File: config.mk
export PLATFORM = sky130hd
export DESIGN_NAME = phase_seq
export DESIGN_NICKNAME = d
export VERILOG_FILES = /design/src/rtl/phase_seq_pkg.sv /design/src/rtl/wait_timer.sv /design/src/rtl/phase_seq.sv
export SDC_FILE = /design/constraint.sdc
export NUM_CORES = 1
export LEC_CHECK = 0
export BUFFER_PORTS_ARGS = -buffer_cell sky130_fd_sc_hd__buf_2
export CORE_ASPECT_RATIO = 0.8
export CORE_UTILIZATION = 55
export DETAILED_ROUTE_END_ITERATION = 16
export PLACE_DENSITY = 0.83
export SYNTH_ARGS = -nofsm -noshare
export SYNTH_HDL_FRONTEND = slang
export SYNTH_HIERARCHICAL = 1
export SYNTH_SLANG_ARGS = --single-unit
File: constraint.sdc
create_clock -name clk -period 7.2 [get_ports clk]
set_input_delay 1.08 -clock clk [delete_from_list [all_inputs] [get_ports clk]]
set_output_delay 1.08 -clock clk [all_outputs]
set_load 0.005 [all_outputs]
File: src/rtl/phase_seq_pkg.sv
// phase_seq_pkg: phase vector width and one-hot bit indices shared by the sequencer and phase-gated blocks
package phase_seq_pkg;
  localparam int phase_h = 4;
  localparam int ph_f = 0;
  localparam int ph_d = 1;
  localparam int ph_e = 2;
  localparam int ph_m = 3;
  localparam int ph_w = 4;
endpackage

File: src/rtl/wait_timer.sv
// wait_timer: loadable wait-cycle counter; expired when the count reaches TIMEOUT_CYC (TIMEOUT_CYC=0 never expires)
// ports: clk, rst (async high), load (restart at 1 next cycle), expired (current wait cycle is the last allowed)
module wait_timer #(
  parameter int TIMEOUT_CYC = 255
) (
  input  logic clk,
  input  logic rst,
  input  logic load,
  output logic expired
);
  localparam int W = $clog2(TIMEOUT_CYC + 1) + 1;
  logic [W-1:0] cnt_q, cnt_d;
  always_comb cnt_d = load ? W'(1) : cnt_q + W'(1);
  always_ff @(posedge clk or posedge rst)
    if (rst) cnt_q <= '0;
    else cnt_q <= cnt_d;
  assign expired = (TIMEOUT_CYC != 0) && (cnt_q == W'(TIMEOUT_CYC));
endmodule

File: src/rtl/phase_seq.sv
// phase_seq: multi-cycle CPU phase sequencer with memory handshakes, run/step/halt control and bus-timeout fault
// ports: clk, rst (async high), run, step, halt_req, need_mem, imem_ack, dmem_ack in;
//        phase (one-hot f/d/e/m/w), imem_req, dmem_req, busy, halted, fault, instr_cnt out (all registered)
module phase_seq
  import phase_seq_pkg::*;
#(
  parameter int TIMEOUT_CYC = 255
) (
  input  logic             clk,
  input  logic             rst,
  input  logic             run,
  input  logic             step,
  input  logic             halt_req,
  input  logic             need_mem,
  input  logic             imem_ack,
  input  logic             dmem_ack,
  output logic [phase_h:0] phase,
  output logic             imem_req,
  output logic             dmem_req,
  output logic             busy,
  output logic             halted,
  output logic             fault,
  output logic [31:0]      instr_cnt
);
  typedef enum logic [2:0] {S_IDLE, S_FETCH, S_DECODE, S_EXEC, S_MEM, S_WB, S_FAULT} state_t;
  state_t state_q, state_d;
  logic mem_pend_q, mem_pend_d, step_mode_q, step_mode_d, halt_lat_q, halt_lat_d;
  logic [31:0] instr_cnt_q, instr_cnt_d;
  logic [phase_h:0] phase_q, phase_d;
  logic imem_req_q, imem_req_d, dmem_req_q, dmem_req_d;
  logic busy_q, busy_d, halted_q, halted_d, fault_q, fault_d;
  logic tmr_load, expired;
  wait_timer #(.TIMEOUT_CYC(TIMEOUT_CYC)) u_timer (
    .clk    (clk),
    .rst    (rst),
    .load   (tmr_load),
    .expired(expired)
  );
  always_comb begin
    state_d = state_q;
    mem_pend_d = mem_pend_q;
    step_mode_d = step_mode_q;
    halt_lat_d = halt_lat_q | (halt_req & (state_q != S_IDLE));
    case (state_q)
      S_IDLE: begin
        state_d = (step || run) ? S_FETCH : S_IDLE;
        step_mode_d = step;
      end
      S_FETCH: state_d = imem_ack ? S_DECODE : expired ? S_FAULT : S_FETCH;
      S_DECODE: state_d = S_EXEC;
      S_EXEC: begin
        state_d = S_MEM;
        mem_pend_d = need_mem;
      end
      S_MEM: state_d = (!mem_pend_q || dmem_ack) ? S_WB : expired ? S_FAULT : S_MEM;
      S_WB: state_d = (halt_lat_d || step_mode_q || !run) ? S_IDLE : S_FETCH;
      default: state_d = S_FAULT;
    endcase
    if (state_d == S_IDLE) begin
      halt_lat_d = 1'b0;
      step_mode_d = 1'b0;
    end
    // WB lasts exactly one cycle, so counting on entry retires each instruction once
    instr_cnt_d = instr_cnt_q + 32'(state_d == S_WB);
    tmr_load = (state_d != state_q) && (state_d == S_FETCH || (state_d == S_MEM && mem_pend_d));
    phase_d = '0;
    phase_d[ph_f] = state_d == S_FETCH;
    phase_d[ph_d] = state_d == S_DECODE;
    phase_d[ph_e] = state_d == S_EXEC;
    phase_d[ph_m] = state_d == S_MEM;
    phase_d[ph_w] = state_d == S_WB;
    imem_req_d = state_d == S_FETCH;
    dmem_req_d = state_d == S_MEM && mem_pend_d;
    busy_d = |phase_d;
    halted_d = state_d == S_IDLE;
    fault_d = state_d == S_FAULT;
  end
  always_ff @(posedge clk or posedge rst) begin
    if (rst) begin
      state_q <= S_IDLE;
      mem_pend_q <= 1'b0;
      step_mode_q <= 1'b0;
      halt_lat_q <= 1'b0;
      instr_cnt_q <= '0;
      phase_q <= '0;
      imem_req_q <= 1'b0;
      dmem_req_q <= 1'b0;
      busy_q <= 1'b0;
      halted_q <= 1'b1;
      fault_q <= 1'b0;
    end else begin
      state_q <= state_d;
      mem_pend_q <= mem_pend_d;
      step_mode_q <= step_mode_d;
      halt_lat_q <= halt_lat_d;
      instr_cnt_q <= instr_cnt_d;
      phase_q <= phase_d;
      imem_req_q <= imem_req_d;
      dmem_req_q <= dmem_req_d;
      busy_q <= busy_d;
      halted_q <= halted_d;
      fault_q <= fault_d;
    end
  end
  assign phase = phase_q;
  assign imem_req = imem_req_q;
  assign dmem_req = dmem_req_q;
  assign busy = busy_q;
  assign halted = halted_q;
  assign fault = fault_q;
  assign instr_cnt = instr_cnt_q;
endmodule

==> metrics.md, run 1 <==
| Metric | Value |
|---|---|
| Worst hold start | instr_cnt[31] |
| Crit path max fanout | 6 |
| Clk_lat worst skew | 0.31 ns |
| Die height | 62.7 um |
| Hold_ws | 0.477 ns |
| Post-route setup TNS | 0 ns |
| Maximum vdd drop | 293 uV |
| Sequential group share of total power | 51.9% |
| Most frequent cells in the layout | dfrtp_1, buf_2, xnor2_1 |
| Post_cts resized | 0 |
| Slew @ Worst Pin | 0.932 ns |
| Register bit total from synthesis | 56 |
| Synth unique cells | 37 |
| GR Util All Layers | 22.1% |
| Vias post-DR | 1833 |
| Commonest non-fill, non-tap cell in the layout | dfrtp_1 |
| RSZ-0062 raised after global routing | no |
| Status | finished clean |
| Post-Synthesis Cell Area | 2530 um^2 |
| Fin crit share | 40.3% |
| Multiplexer share of the synthesized area | 0.840% |
| Max-cap violations | 0 |
| Hold path cells | 1 |
| Drt first pass iters | 4 |
| Clock Skew | 0.0115 ns |
| Slew Limit Fails | 0 |
| Post-Synth Simple-Gate Area | 23.7% |
| Core Region | 4310 um^2 |
| Setup violators final | 0 |
| Ys Warns | 6 |
| Share of cells above drive strength 1 | 23.8% |
| Sw frac | 34.6% |
| WP data required | 7.43 ns |
| Mapped Avg Cell Area | 11.2 um^2 |
| Number of post-CTS setup repair buffers | 0 |
| Fmax | 344 MHz |
| First-pass GRT wire length | 8270 um |
| Critical path origin | dmem_ack |
| Area delta synth->final | 15.2% |
| NetSw | 0.000294 W |
| Die area | 4880 um^2 |
| Hold Crit Class | reg -> reg |
| Pwr/cell area | 292 nW/um^2 |
| Ys flop type | dfrtp_1 |
| # IOs | 50 |
| Nature of the critical path startpoint | primary input |
| Async SR Flop Fraction | 100% |
| Leakage power | 1.52 nW |
| IO buf count | 49 |
| Fin crit period | 2.90 ns |
| Sequential share of the synthesized area | 55.4% |
| Internal power | 0.000557 W |
| Initial antenna violation count | 0 |
| Hold Path End | instr_cnt[31] |
| Largest family of logic cells by synthesized area | simple AND/OR/NAND/NOR gates |
| Die X | 77.8 um |
| Post-CTS Hold Fix Bufs | 0 |
| CTS root buffer | clkbuf_8 |
| Worst reg-to-reg path cell count | 8 |
| Sink Count | 56 |
| Net count after synthesis | 238 |
| Clk pin slew, worst setup/hold paths | 0.09 ns |
| Part of the power in the clock network | 20.6% |
| Post-Synth XOR/XNOR Area | 11.4% |
| Fin. Hold Viols | 0 |
| CTS Buf Count | 5 |
| Largest net degree at the start of global routing | 48 |
| Crit path DAT | 3.14 ns |
| Diodes inserted | 0 |
| H-tree depth | 2 |
| Drt total wl | 4780 um |
| Final GP Congestion | 0.868 |
| Worst-case clock buffer depth | 2 |
| Global route overflow | 0 |
| Post-synth EDFFs | 0 |
| Initial Utilization | 58.7% |
| Final antenna-violating net count | 0 |
| Site Rows | 21 |
| Number of global-route vias before repair | 1774 |
| Iteration-0 DRC Markers | 74 |
| Vias per cell | 5.49 |
| Relative slew slack | 37.8% |
| WL/cell | 14.3 um |
| Gate power share | 27.5% |
| Cells after synthesis | 225 |
| CTS tree | built |
| Worst R2R Setup Slack | 4.52 ns |
| Compound-Gate Fraction of Synth Area | 4.55% |
| Worst r2r src | state_q[0] |
| DRC | 0 |
| Synth Area in Adders | 2.47% |
| CP Class | in -> reg |
| Half-perimeter wire length after placement | 3500 um |
| FF-to-FF End | instr_cnt[31] |
| Crit. End Element | flip-flop |
| Nets | 289 |
[logic make-up after synthesis]
group | count (synthesis)
AND/OR/NAND/NOR | 102
flip-flops | 56
XOR/XNOR | 33
AO/OA/AOI/OAI | 18
buffers and inverters | 9
adder cells (fa/ha/maj) | 5
multiplexers | 2
[registers in the layout, summed over array words and instances, names as in the netlist]
signal and cells:
halt_lat_q 1, step_mode_q 1, u_timer/cnt_q 9, state_q 3, dmem_req 1, fault 1
instr_cnt 32, phase 5, mem_pend_q 1, halted 1, busy 1
[worst max path at each step]
stage                          endpoint  slack, ns  depth (start not counted)
after detailed placement  instr_cnt[18]       3.98                         10
after global routing      instr_cnt[23]       4.05                          9
after floorplan           instr_cnt[28]       4.38                          9
after global placement    instr_cnt[28]       4.08                         10
final                     instr_cnt[31]       4.30                          9
after CTS                 instr_cnt[18]       4.30                         10
[area by class of cell]
cell class | count | area (um^2)
Clock buffer | 7 | 86.3
Clock inverter | 1 | 7.51
Fill cell | 355 | 1390
Inverter | 4 | 15.0
Multi-Input combinational cell | 160 | 1090
Sequential cell | 56 | 1400
Tap cell | 57 | 71.3
Timing Repair Buffer | 49 | 245
[per-stage QoR]
stage,worst slack (ns),cells,utilization (%),total power (W),instance area (um^2)
floorplan,4.38,225,-,0.000601,2530
global placement,4.08,326,65.5,0.000669,2820
detailed placement,3.98,326,65.5,0.000679,2820
CTS,4.30,334,67.7,0.000857,2920
global route,4.05,334,67.7,0.000912,2920
finish,4.30,334,67.7,0.000851,2920
[routing by layer]
| layer | track usage, % | wire [um] | vias to the layer above |
|---|---|---|---|
| met3 | 4.96 | 272 | 8 |
| met1 | 31.0 | 2250 | 888 |
| met2 | 33.0 | 2190 | 59 |
| li1 | - | - | 878 |
| met5 | 0 | 0 | - |
| met4 | 9.43 | 66 | 0 |
[power by group through the flow]
stage / sequential, W / combinational, W / clock [W]
finish: 0.000442 / 0.000234 / 0.000175
global route: 0.000454 / 0.000264 / 0.000195
CTS: 0.000441 / 0.000237 / 0.000179
detailed placement: 0.000446 / 0.000233 / 0
global placement: 0.000444 / 0.000225 / 0
floorplan: 0.000426 / 0.000174 / 0
[critical path, cell delays in order]
cell,delay (ns)
buf_2,0.08
nor2b_1,0.06
nor3_1,0.41
ha_1,0.35
nand4_1,0.20
nor4_4,0.43
nand4_2,0.19
nor2_1,0.17
xor2_1,0.16
[cells in the mapped netlist, drive strengths merged, types with 2 or more instances]
master / n / area (um^2)
dfrtp: 55 / 1380
xnor2: 20 / 175
nor2: 19 / 71.3
nand3: 18 / 95.1
nand2: 16 / 60.1
xor2: 13 / 114
and3: 8 / 50.1
nand4: 8 / 71.3
o21ai: 8 / 40.0
nor2b: 6 / 37.5
nor3b: 6 / 45.0
ha: 5 / 62.6
or3: 5 / 31.3
a21oi: 4 / 20.0
and2: 4 / 25.0
inv: 4 / 15.0
nand2b: 4 / 25.0
buf: 3 / 17.5
nor4: 3 / 48.8
and4: 2 / 17.5
clkbuf: 2 / 7.51
nor3: 2 / 10.0
Note: power is estimated with default switching activity, not from simulation.
==> run 2: changes to the inputs <==
- CORE_UTILIZATION: 55 -> 49
- PLACE_DENSITY: 0.83 -> 0.78
- clock period: 7.2 -> 2.5 ns (I/O delays scaled with it)
==> run 2 against run 1 <==
  * Total power increased to 3.0 times the previous value
  * Combinational power increased to 3.4 times the previous value
  * First-iteration DRC count increased by 46%
  * Sequential cell count unchanged
  * Non-clock buffer count increased by 11
  * Global-route usage decreased by 2.4 points
  * Via count increased by 1.1%
==> metrics.md, run 2 (same netlist as run 1, synthesis figures left out) <==
| Metric | Value |
|---|---|
| Status | finished clean |
| DP Worst Slack | -0.00373 ns (-3.98 ns) |
| Initial Utilization | 50.8% (-7.9 points) |
| Crit. End Element | flip-flop |
| Most frequent cells in the layout | dfrtp_1, buf_2, xnor2_1 |
| CTS Buf Count | 5 (unchanged) |
| Fill cells | 420 (+18%) |
| Fmax | 428 MHz |
| RSZ-0062 raised after global routing | no |
| Leakage power | 1.57 nW (+3.3%) |
| Core Region | 4980 um^2 (+16%) |
| CTS root buffer | clkbuf_8 |
| H-tree depth | 2 (unchanged) |
| Total Power | 0.00253 W (+200%) |
| CP Class | reg -> reg |
| Worst-case clock buffer depth | 2 (unchanged) |
| Pwr/cell area | 825 nW/um^2 (+180%) |
| Crit path max fanout | 5 (-1) |
| Metal2 WL | 2130 um (-3.0%) |
| Site Rows | 23 (+9.5%) |
| CTS tree | built |
| GR Util All Layers | 19.7% (-2.4 points) |
| Iteration-0 DRC Markers | 108 (+46%) |
| Diodes inserted | 0 (unchanged) |
| Final GP Congestion | 0.844 (-2.8%) |
| Hold Crit Class | in -> async |
| Drt first pass iters | 4 (unchanged) |
| Hold_ws | 0.0353 ns (-0.441 ns) |
| Clk pin slew, worst setup/hold paths | 0.10 ns (about the same) |
| # IOs | 50 (unchanged) |
| Sink Count | 56 (unchanged) |
| Maximum vdd drop | 522 uV (+78%) |
| Top sig layer | met4 |
| Crit path DAT | 2.52 ns (-0.62 ns) |
| Die height | 66.3 um (+5.8%) |
| Drt total wl | 4740 um (-0.75%) |
| Die area | 5460 um^2 (+12%) |
| Half-perimeter wire length after placement | 3560 um (+1.8%) |
| Setup WS post-layout | 0.165 ns (-4.13 ns) |
| Clk_lat worst skew | 0.30 ns (about the same) |
| Max-cap violations | 0 (unchanged) |
| WP data required | 2.68 ns (-4.75 ns) |
| Initial antenna violation count | 0 (unchanged) |
| Final Core Density | 61.6% (-6.0 points) |
| Vias per cell | 5.29 (-3.5%) |
| Fin. Hold Viols | 0 (unchanged) |
| Max reg flops | 32 (unchanged) |
| Share of cells above drive strength 1 | 30.9% (+7.1 points) |
| Final antenna-violating net count | 0 (unchanged) |
| First-pass GRT wire length | 8070 um (-2.4%) |
| Vias post-DR | 1853 (+1.1%) |
| Slew @ Worst Pin | 0.549 ns (-0.383 ns) |
| Largest net degree at the start of global routing | 26 (-46%) |
| Post-Route M1 WL | 2370 um (+5.6%) |
| Area delta synth->final | 21.3% |
| Commonest non-fill, non-tap cell in the layout | dfrtp_1 |
| DRC | 0 (unchanged) |
| WL/cell | 13.5 um (-5.3%) |
| Slew Limit Fails | 0 (unchanged) |
| Fin crit share | 93.4% |
| Clock Skew | 0.00786 ns (-0.00362 ns) |
| Number of global-route vias before repair | 1772 (-0.11%) |
| Nature of the critical path startpoint | flip-flop |
| Die X | 82.4 um (+5.8%) |
| Global route overflow | 0 (unchanged) |
| Nets | 300 (+3.8%) |
| WL met3 | 212 um (-22%) |
| Post-CTS Hold Fix Bufs | 0 (unchanged) |
| IO buf count | 49 (unchanged) |
| Setup violators final | 0 (unchanged) |
| Relative slew slack | 63.4% (+26 points) |
| Fin crit period | 2.33 ns |
run 2: cell count changes in the layout (fill, tap and decap cells not counted), sizes merged:
cell	change
buf	+11
clkinv	+2
clkbuf	-1
clkinvlp	-1
run 2: power by group:
group	switching [W]	total, W	internal, W
sequential	0.000149	0.00123	0.00108
clock	0.000274	0.000496	0.000222
combinational	0.000430	0.000804	0.000374
total	0.000854	0.00253	0.00168
run 2: through the flow:
stage               std cells  instance area (um^2)  TNS [ns]
finish                    350                  3070         0
global route              350                  3070         0
CTS                       346                  2980         0
detailed placement        338                  2880  -0.00373
global placement          338                  2880         0
floorplan                 225                  2530         0
run 2: routing by layer:
layer / vias to the layer above / GRT usage, %
li1: 899 / -
met1: 906 / 27.4
met2: 46 / 30.8
met3: 2 / 4.28
met4: 0 / 5.48
met5: - / 0
run 2: critical path: stages, from the launching register on:
cell and delay (ns):
dfrtp_1 0.38, nor2b_2 0.18, nor3_4 0.24, buf_4 0.16, ha_4 0.15, nand4_1 0.16, nor4_4 0.46, nand4_2 0.21
buf_6 0.17, xnor2_1 0.12
run 2: worst paths after layout:
path	startpoint	end	slack [ns]	depth (start not counted)
setup / recovery	mem_pend_q	instr_cnt[27]	0.17	9
hold / removal	rst	u_timer/cnt_q[4]	0.04	2
setup reg to reg	mem_pend_q	instr_cnt[27]	0.17	9
hold reg to reg	instr_cnt[31]	instr_cnt[31]	0.49	1
max in group asynchronous	rst	halted	1.73	3
min in group clk	step	step_mode_q	0.33	3
run 2: what timing repair did:
action	CTS	global route
hold endpoints to repair	0	0
pin swaps	0	8
gates resized for setup	1	15
gates cloned	0	0
endpoints found under the setup margin	4	7
setup buffers	0	4
run 2: area by class of cell:
class | instances | area (um^2) | share of cell area [%]
flip-flops and latches | 56 | 1400 | 45.7
multi-input cells | 160 | 1150 | 37.5
repair buffers | 60 | 332 | 10.8
clock buffers | 6 | 82.6 | 2.69
well taps | 62 | 77.6 | 2.53
inverters | 4 | 15.0 | 0.489
clock inverters | 2 | 10.0 | 0.326
==> run 3: changes to the inputs <==
- SLEW_MARGIN: not set -> 0
- SYNTH_HIERARCHICAL: 1 -> not set
==> run 3 against run 2 <==
  * Combinational power decreased by 96%
  * Register-to-register slack about the same
  * Setup slack got worse by 0.013 ns
  * Sequential share of layout area increased by 1.7 points
  * Core utilization increased by 1.2 points
==> metrics.md, run 3 <==
| Metric | Value |
|---|---|
| # IOs | 50 (unchanged) |
| CP Class | reg -> reg |
| Worst-case clock buffer depth | 2 (unchanged) |
| Drt first pass iters | 4 (unchanged) |
| Clock Skew | 0.0110 ns (+0.00317 ns) |
| Dominant cells by area after synthesis | dfrtp_1, xnor2_1, xor2_1, nor2_1, nand3_1 |
| Ys flop type | dfrtp_1 |
| Relative slew slack | 54.8% (-8.6 points) |
| Initial Utilization | 52.1% (+1.3 points) |
| Vias post-DR | 1731 (-6.6%) |
| Critical path origin | u_timer.cnt_q[0] |
| WP data required | 2.69 ns (about the same) |
| H-tree depth | 2 (unchanged) |
| Leakage power | 1.45 nW (-7.3%) |
| Cells after synthesis | 209 (-7.1%) |
| Crit path DAT | 2.54 ns (+0.02 ns) |
| Net count after synthesis | 222 (-6.7%) |
| CTS Buf Count | 5 (unchanged) |
| Maximum vdd drop | 342 uV (-35%) |
| Fin crit period | 2.35 ns (+0.0125 ns) |
| Final Cell Area | 2960 um^2 (-3.5%) |
| Sink Count | 56 (unchanged) |
| Pwr/cell area | 488 nW/um^2 (-41%) |
| Cell taking the most area after synthesis | dfrtp_1 |
| Largest net degree at the start of global routing | 57 (+120%) |
| Global route overflow | 0 (unchanged) |
| Ys Warns | 0 (-6) |
| Mapped Avg Cell Area | 11.7 um^2 (+4.3%) |
| Final antenna-violating net count | 0 (unchanged) |
| Drt total wl | 4590 um (-3.1%) |
| Sw frac | 21.3% (-12 points) |
| CTS tree | built |
| Post-synth EDFFs | 0 (unchanged) |
| Crit path buf inv count | 0 (-2) |
| Sequential share of the synthesized area | 57.2% (+1.8 points) |
| DP Area | 2810 um^2 (-2.4%) |
| Number of post-CTS setup repair buffers | 0 (unchanged) |
| CTS root buffer | clkbuf_8 |
| Crit path max-delay cell type | dfrtp_1 |
| Die height | 65.3 um (-1.5%) |
| Post-CTS Hold Fix Bufs | 0 (unchanged) |
| Slew @ Worst Pin | 0.678 ns (+0.129 ns) |
| Site Rows | 22 (-4.3%) |
| IO buf count | 49 (unchanged) |
| Status | finished clean |
| Synth unique cells | 38 (+2.7%) |
| Top post-synthesis cells by count | dfrtp_1, xnor2_1, nor2_1, nand3_1, xor2_1 |
| Fill cells | 389 (-7.4%) |
| Fin crit share | 93.9% (+0.50 points) |
| Max-cap violations | 0 (unchanged) |
| Number of global-route vias before repair | 1733 (-2.2%) |
| Post_cts resized | 0 (-1) |
| Max reg flops | 32 (unchanged) |
| Area delta synth->final | 20.7% |
| Fmax | 426 MHz (-0.53%) |
| Register bit total from synthesis | 56 (unchanged) |
| Crit path max fanout | 9 (+4) |
| Part of the power in the clock network | 35.1% (+16 points) |
| Crit. End Element | flip-flop |
| Fin. Hold Viols | 0 (unchanged) |
| Half-perimeter wire length after placement | 3180 um (-11%) |
| Nature of the critical path startpoint | flip-flop |
| Commonest non-fill, non-tap cell in the layout | dfrtp_1 |
| Clk pin slew, worst setup/hold paths | 0.10 ns (about the same) |
| Initial antenna violation count | 0 (unchanged) |
| Iteration-0 DRC Markers | 71 (-34%) |
| Slew Limit Fails | 0 (unchanged) |
| CP Cell Sequence | ha_1 > nand3_1 > nor2_1 > and3_1 > ha_2 > nor4bb_1 > o21ai_1 > o221ai_4 > nor4_4 > nor2_1 |
| Vias per cell | 5.23 (-1.2%) |
| CP delay by family, top | simple AND/OR/NAND/NOR gates |
| Most numerous cell on the critical path | nor2_1 |
| Sequential group share of total power | 62.9% (+14 points) |
| Worst r2r src | u_timer.cnt_q[0] |
| Count leader, synth | dfrtp_1 |
| Clk_lat worst skew | 0.31 ns (about the same) |
| Setup WS post-layout | 0.153 ns (-0.0125 ns) |
| Gate power share | 2.0% (-30 points) |
| Setup violators final | 0 (unchanged) |
| Post-Synthesis Cell Area | 2450 um^2 (-3.1%) |
| Nets | 283 (-5.7%) |
| Core Region | 4710 um^2 (-5.5%) |
| Most frequent cells in the layout | dfrtp_1, buf_2, xnor2_1 |
| Internal power | 0.00114 W (-32%) |
| WL/cell | 13.9 um (+2.4%) |
| Die area | 5290 um^2 (-3.0%) |
| First-pass GRT wire length | 7660 um (-5.0%) |
| Post-synth top area share | 56.1% (+1.7 points) |
| Diodes inserted | 0 (unchanged) |
| DRC | 0 (unchanged) |
| Final GP Congestion | 0.745 (-12%) |
| NetSw | 0.000307 W (-64%) |
| Crit-path max cell delay | 0.42 ns (-0.04 ns) |
| Hold Crit Class | in -> async |
| DP Worst Slack | 0.0767 ns (+0.0805 ns) |
| Die X | 81.1 um (-1.5%) |
| GR Util All Layers | 19.2% (-0.44 points) |
| Async SR Flop Fraction | 100% (unchanged) |
| Share of cells above drive strength 1 | 29.9% (-1.0 points) |
==> run 3: cell types whose count changed after synthesis, sizes merged, moves of 3 or more <==
cell,change
nand2,-5
or3,-3
and3,-4
o21ai,-5
nand3,-3
nor3,+6
nand4,+3
and2,-3
==> run 3: final cells by class <==
class | instances | area, um^2 | area share [%]
multi-input combinational | 144 | 1060 | 35.9
sequential | 56 | 1400 | 47.4
timing repair buffer | 57 | 305 | 10.3
clock buffer | 6 | 82.6 | 2.79
tap | 60 | 75.1 | 2.54
clock inverter | 2 | 10.0 | 0.338
inverter | 6 | 22.5 | 0.761
==> run 3: kinds of logic after synthesis <==
family,synth area share (%)
buffers and inverters,1.79
adder cells (fa/ha/maj),2.55
AND/OR/NAND/NOR,21.6
XOR/XNOR,12.9
multiplexers,0.867
flip-flops,57.2
AO/OA/AOI/OAI,3.11
==> run 3: worst paths after layout <==
path	end	cells past startpoint	slack (ns)
max reg2reg	step_mode_q	10	0.15
max in group asynchronous	u_timer.cnt_q[6]	3	1.80
max	step_mode_q	10	0.15
min reg2reg	instr_cnt[27]	1	0.49
min in group clk	halt_lat_q	3	0.34
min	instr_cnt[9]	3	0.25
==> run 3: through the flow <==
step / util (%) / setup TNS [ns] / instances / total power [W] / hold WS, ns
after floorplan: - / 0 / 209 / 0.000942 / 0.455
after global placement: 59.7 / 0 / 322 / 0.000955 / 0.461
after detailed placement: 59.7 / 0 / 322 / 0.000955 / 0.477
after CTS: 61.7 / 0 / 330 / 0.00146 / 0.266
after global routing: 62.9 / -0.0550 / 331 / 0.00151 / 0.287
final: 62.9 / 0 / 331 / 0.00144 / 0.248
==> run 3: metal layers <==
metal	up-vias	wire, um	track usage (%)
met5	-	0	0
met4	0	76	7.81
met3	10	197	4.44
met2	41	2100	30.5
met1	836	2220	25.4
li1	844	-	-
==> run 3: power by group through the flow <==
stage / Clock (W) / Combinational [W] / Sequential, W
final: 0.000507 / 0.0000286 / 0.000908
after floorplan: 0 / 0.0000164 / 0.000925
after global placement: 0 / 0.0000294 / 0.000925
after global routing: 0.000570 / 0.0000329 / 0.000908
after CTS: 0.000520 / 0.0000298 / 0.000908
after detailed placement: 0 / 0.0000299 / 0.000925
==> run 3: worst reg2reg max path, cell delays in order, from the launching register on <==
cell and delay, ns:
dfrtp_1 0.42, ha_1 0.24, nand3_1 0.12, nor2_1 0.08, and3_1 0.18, ha_2 0.20, nor4bb_1 0.13, o21ai_1 0.20
o221ai_4 0.24, nor4_4 0.35, nor2_1 0.10
